--- config.mk ---
export PLATFORM = sky130hd
export DESIGN_NAME = rx_pd_sfd
export DESIGN_NICKNAME = d
export VERILOG_FILES = /design/src/rtl/rx_pd_sfd.sv
export SDC_FILE = /design/constraint.sdc
export NUM_CORES = 1
export LEC_CHECK = 0
export CORE_ASPECT_RATIO = 1.25
export CORE_MARGIN = 2
export CORE_UTILIZATION = 54
export CTS_CLUSTER_DIAMETER = 50
export CTS_CLUSTER_SIZE = 28
export DETAILED_ROUTE_END_ITERATION = 8
export GPL_TIMING_DRIVEN = 1
export PLACE_DENSITY_LB_ADDON = 0.25
export SYNTH_ARGS = -nofsm -noshare
export SYNTH_HDL_FRONTEND = slang
export SYNTH_SLANG_ARGS = --single-unit
--- constraint.sdc ---
create_clock -name clk -period 3.5 [get_ports clk]
set_input_delay 0.525 -clock clk [delete_from_list [all_inputs] [get_ports clk]]
set_output_delay 0.525 -clock clk [all_outputs]
set_load 0.005 [all_outputs]
--- src/rtl/rx_pd_sfd.sv ---
// BPSK packet detector: counts 0101 preamble alternations to lock, then hunts for the
// SFD in either polarity (resolving the 180 degree ambiguity) with an optional timeout.
module rx_pd_sfd #(
  parameter int MAX_WINDOW_WIDTH = 8,
  parameter int MAX_ERR_WIDTH    = 4,
  parameter int SFD_WIDTH        = 16,
  parameter int TIMEOUT_WIDTH    = 16
) (
  input  logic                        clk,
  input  logic                        rst,
  input  logic                        clk_enable,
  input  logic [MAX_WINDOW_WIDTH-1:0] RX_PD_WINDOW,
  input  logic [MAX_ERR_WIDTH-1:0]    RX_PD_MAX_ERR,
  input  logic [SFD_WIDTH-1:0]        RX_SFD_PATTERN,
  input  logic [TIMEOUT_WIDTH-1:0]    RX_SFD_TIMEOUT,
  input  logic                        BPSK,
  input  logic                        SD_flag,
  input  logic                        disassert_PD,
  output logic                        PD_flag,
  output logic                        SFD_flag,
  output logic                        SFD_inverted,
  output logic                        sfd_timeout,
  output logic [1:0]                  fsm_state
);

  typedef enum logic [1:0] {
    SEARCH = 2'd0,
    LOCKED = 2'd1,
    FRAME  = 2'd2
  } state_t;

  localparam logic [MAX_WINDOW_WIDTH-1:0] CNT_ONE  = MAX_WINDOW_WIDTH'(1);
  localparam logic [MAX_ERR_WIDTH:0]      ERR_ONE  = (MAX_ERR_WIDTH + 1)'(1);
  localparam logic [TIMEOUT_WIDTH-1:0]    TCNT_ONE = TIMEOUT_WIDTH'(1);

  state_t                      state, state_nxt;
  logic [MAX_WINDOW_WIDTH-1:0] cnt, cnt_nxt;
  logic [MAX_ERR_WIDTH-1:0]    err, err_nxt;
  logic [TIMEOUT_WIDTH-1:0]    tcnt, tcnt_nxt;
  logic [SFD_WIDTH-1:0]        sr, sr_nxt;
  logic                        bpsk_reg, bpsk_reg_nxt;
  logic                        pd_nxt, sfd_nxt, inv_nxt, tmo_nxt;
  logic                        diff;
  logic [MAX_ERR_WIDTH:0]      err_inc;

  assign fsm_state = state;
  assign diff      = BPSK ^ bpsk_reg;
  // One bit wider so err = all-ones still compares correctly against the limit.
  assign err_inc   = {1'b0, err} + ERR_ONE;

  always_ff @(posedge clk) begin
    if (rst) begin
      state        <= SEARCH;
      cnt          <= '0;
      err          <= '0;
      tcnt         <= '0;
      sr           <= '0;
      bpsk_reg     <= 1'b0;
      PD_flag      <= 1'b0;
      SFD_flag     <= 1'b0;
      SFD_inverted <= 1'b0;
      sfd_timeout  <= 1'b0;
    end else begin
      state        <= state_nxt;
      cnt          <= cnt_nxt;
      err          <= err_nxt;
      tcnt         <= tcnt_nxt;
      sr           <= sr_nxt;
      bpsk_reg     <= bpsk_reg_nxt;
      PD_flag      <= pd_nxt;
      SFD_flag     <= sfd_nxt;
      SFD_inverted <= inv_nxt;
      sfd_timeout  <= tmo_nxt;
    end
  end

  always_comb begin
    state_nxt    = state;
    cnt_nxt      = cnt;
    err_nxt      = err;
    tcnt_nxt     = tcnt;
    sr_nxt       = sr;
    bpsk_reg_nxt = bpsk_reg;
    pd_nxt       = PD_flag;
    sfd_nxt      = 1'b0;
    inv_nxt      = SFD_inverted;
    tmo_nxt      = 1'b0;
    if (clk_enable) begin
      bpsk_reg_nxt = BPSK;
      sr_nxt       = {sr[SFD_WIDTH-2:0], BPSK};
      // Loss of signal or end of packet overrides whatever the FSM was doing.
      if (!SD_flag || disassert_PD) begin
        state_nxt = SEARCH;
        cnt_nxt   = '0;
        err_nxt   = '0;
        tcnt_nxt  = '0;
        pd_nxt    = 1'b0;
      end else begin
        unique case (state)
          SEARCH: begin
            if (cnt >= RX_PD_WINDOW) begin
              state_nxt = LOCKED;
              pd_nxt    = 1'b1;
              tcnt_nxt  = '0;
            end else if (diff) begin
              if (cnt != '1) cnt_nxt = cnt + CNT_ONE;
            end else if (err_inc > {1'b0, RX_PD_MAX_ERR}) begin
              cnt_nxt = '0;
              err_nxt = '0;
            end else begin
              err_nxt = err_inc[MAX_ERR_WIDTH-1:0];
            end
          end
          LOCKED: begin
            if (sr_nxt == RX_SFD_PATTERN) begin
              sfd_nxt   = 1'b1;
              inv_nxt   = 1'b0;
              state_nxt = FRAME;
            end else if (sr_nxt == ~RX_SFD_PATTERN) begin
              sfd_nxt   = 1'b1;
              inv_nxt   = 1'b1;
              state_nxt = FRAME;
            end else if ((RX_SFD_TIMEOUT != '0) && (tcnt == RX_SFD_TIMEOUT - TCNT_ONE)) begin
              tmo_nxt   = 1'b1;
              pd_nxt    = 1'b0;
              state_nxt = SEARCH;
              cnt_nxt   = '0;
              err_nxt   = '0;
            end else begin
              tcnt_nxt = tcnt + TCNT_ONE;
            end
          end
          FRAME:   state_nxt = FRAME;
          default: state_nxt = SEARCH;
        endcase
      end
    end
  end

endmodule

==> metrics.yaml <==
outcome:
  status: "finished clean"
power_and_ir_drop:
  p_switching_uw: 293
  seqPwrFrac_pct: 51.2
  switching_share_pct: 26.6
  peakVddDrop_mv: 0.204
  clkPwrFrac_pct: 30.8
  total_power_mw: 1.10
  p_int_uw: 808
  p_leak_nw: 1.80
  comb_power_share_pct: 18.0
  p_per_area_nw_per_um2: 256
worst_setup_path:
  crit_path_frequent_cell: "buf_4"
  cp_cell_sequence: "clkdlybuf4s50_1, inv_1, ha_1, nor3b_2, buf_4, xnor2_1, a2111oi_1, nand4b_1, or2_1, buf_4, a32oi_1, nand2_1"
  arrival_ns: 3.38
  critPathKind: "in -> reg"
  crit_required_ns: 3.69
  cp_slowest_cell: "a2111oi_1"
  worstSetupEndpointType: "flop"
  worst-path-max-fanout: 12
  cp-start-kind: "input pin"
  max_stage_delay_ns: 0.53
route:
  route.detailed.drc: 0
  ant_nets: 0
  num_vias: 3347
  first_pass_iters: 4
  first_iter_violations: 196
  routed_wl_um: 8390
  wl_per_cell_um: 14.4
  viasPerCell: 5.74
logic_synthesis:
  synth_top_area_share_pct: 28.3
  synth-main-ff-cell: "dfxtp_1"
  yosys_register_bits: 49
  synth_edf_count: 0
  synth_seq_area_share_pct: 28.3
  syn_area_um2: 3470
  synth_fp_nets: 495
  netlist_top_cells_area: "dfxtp_1 (28%), xor2_1 (5.8%), ha_1 (5.8%)"
  yosysWarningCount: 0
  netlist_instances: 429
  synth_cell_types: 55
  postSynthAreaPerCell_um2: 8.09
  async_flop_share_pct: 0
  synth_top_cell_by_area: "dfxtp_1"
grt:
  grt_overflow: 0
  grt_pass1_vias: 3333
  antenna_found_initial: 0
  grt.total_usage_pct: 25.1
  grt_max_degree: 32
  grt_pass1_wl_um: 14200
clock_network:
  clk_pin_slew_ns: 0.09
  hold_buffers: 0
  cts_made_buffers: 5
  cts_resized: 0
  cts_tree: "yes"
  post_cts_buffers: 0
  cts.sinks: 49
  root_buffer: "clkbuf_8"
  clkLatencyLatePin_ns: 0.30
  cts_max_level: 2
  cts_buffer_depth: 2
place:
  portBuffers: 55
  place.detailed.hpwl_um: 6640
  post_dp_cell_area_um2: 4220
  place_inst: 575
  gp_congestion: 0.898
finish:
  num_antenna_cells: 0
  fin_cells: 583
  fill_cells: 542
  final_cell_mix: "clkdlybuf4s50_1 (55), dfxtp_1 (49), nor2_1 (46)"
  stdcell_area_um2: 4300
  drive_above_1_share_pct: 8.43
  layout_commonest_cell: "clkdlybuf4s50_1"
  syn_to_final_growth_pct: 24.1
  nets: 563
timing:
  finalCritPeriodShare_pct: 91.2
  rsz0062_at_grt: "false"
  clock_skew_ns: 0.0106
  relSlewSlack_pct: 67.3
  max_freq_mhz: 313
  worstMarginPinSlew_ns: 0.489
  drv_slew: 0
  tns_ns: 0
  hold_viol: 0
  setup_viol: 0
  period_minus_slack_ns: 3.19
hold_path:
  hold_class: "reg -> reg"
die:
  core_area_um2: 6210
  io_pins: 56
  die_area_um2: 7090
  start_util_pct: 55.9
  rows: 32
  die_h_um: 93.6
  die_w_um: 75.7
flow_run:
  max_cap_viol_count: 0
[logic make-up (layout without fill, tap and decap cells)]
logic type               Yosys count  after routing  share of synthesized area (%)
adder cells (fa/ha/maj)           16             16                           5.77
buffers and inverters             36            105                           4.29
AND/OR/NAND/NOR                  182            182                           27.9
XOR/XNOR                          41             41                           10.3
flip-flops                        49             49                           28.3
AO/OA/AOI/OAI                     83             83                           17.0
multiplexers                      22             22                           6.45
[path summary, 6_finish.rpt]
kind,cells after the start,start,slack (ns),to
setup / recovery,12,RX_SFD_TIMEOUT[0],0.31,tcnt[12]
hold reg to reg,1,err[1],0.53,err[1]
setup reg to reg,9,tcnt[9],0.68,tcnt[12]
hold / removal,1,err[1],0.53,err[1]
[through the flow]
step,hold WS (ns),utilization [%],setup slack (ns)
global placement,0.499,68.0,0.0848
detailed placement,0.505,68.0,-0.0243
finish,0.532,69.4,0.309
global route,0.566,69.4,0.0356
CTS,0.532,69.4,0.285
floorplan,0.478,-,0.507
[state kept, by name (all words and copies together), names as in the netlist]
signal and cells:
sr 15, SFD_inverted 1, err 4, cnt 8, sfd_timeout 1, SFD_flag 1
PD_flag 1, tcnt 16, fsm_state 2
[synthesized netlist by cell type, types with 5 or more instances]
| master | instances |
|---|---|
| nand3_1 | 22 |
| and2_1 | 6 |
| nor4_1 | 5 |
| dfxtp_1 | 49 |
| nor2b_1 | 7 |
| nor2_1 | 46 |
| inv_1 | 20 |
| nand2b_1 | 8 |
| o2bb2ai_1 | 5 |
| a211oi_1 | 6 |
| o211ai_1 | 7 |
| xor2_1 | 23 |
| nand4_1 | 7 |
| clkbuf_1 | 8 |
| nor3_1 | 15 |
| xnor2_1 | 18 |
| o21ai_0 | 11 |
| mux2i_1 | 19 |
| a32oi_1 | 12 |
| a21oi_1 | 18 |
| nand2_1 | 37 |
| buf_2 | 5 |
| ha_1 | 16 |
| o311ai_0 | 6 |
[cell type report]
| type | count | area, µm² | area share [%] |
|---|---|---|---|
| inverters | 20 | 75.1 | 1.74 |
| multi-input cells | 344 | 2340 | 54.4 |
| repair buffers | 77 | 716 | 16.6 |
| well taps | 85 | 106 | 2.47 |
| clock buffers | 6 | 72.6 | 1.69 |
| flip-flops and latches | 49 | 981 | 22.8 |
| clock inverters | 2 | 13.8 | 0.320 |
[power groups by stage]
stage / clock [mW] / combinational (mW) / sequential (mW)
global placement: 0 / 0.192 / 0.578
detailed placement: 0 / 0.197 / 0.578
global route: 0.368 / 0.217 / 0.565
finish: 0.339 / 0.198 / 0.565
floorplan: 0 / 0.0957 / 0.576
CTS: 0.341 / 0.198 / 0.565
[per-layer routing]
| layer | wire length, µm | GRT usage (%) | up-vias |
|---|---|---|---|
| li1 | - | - | 1693 |
| met1 | 3420 | 29.1 | 1565 |
| met2 | 4580 | 46.2 | 77 |
| met3 | 279 | 2.69 | 12 |
| met4 | 110 | 8.77 | 0 |
| met5 | 0 | 0 | - |
[critical path: cells and delay by family]
| family | cells | cell delay (ns) |
|---|---|---|
| xor+xnor | 1 | 0.08 |
| simple gates | 4 | 0.96 |
| compound gates | 2 | 0.73 |
| fa+ha+maj | 1 | 0.17 |
| buf+inv | 4 | 0.92 |
Power figures use the tool's default switching activity.
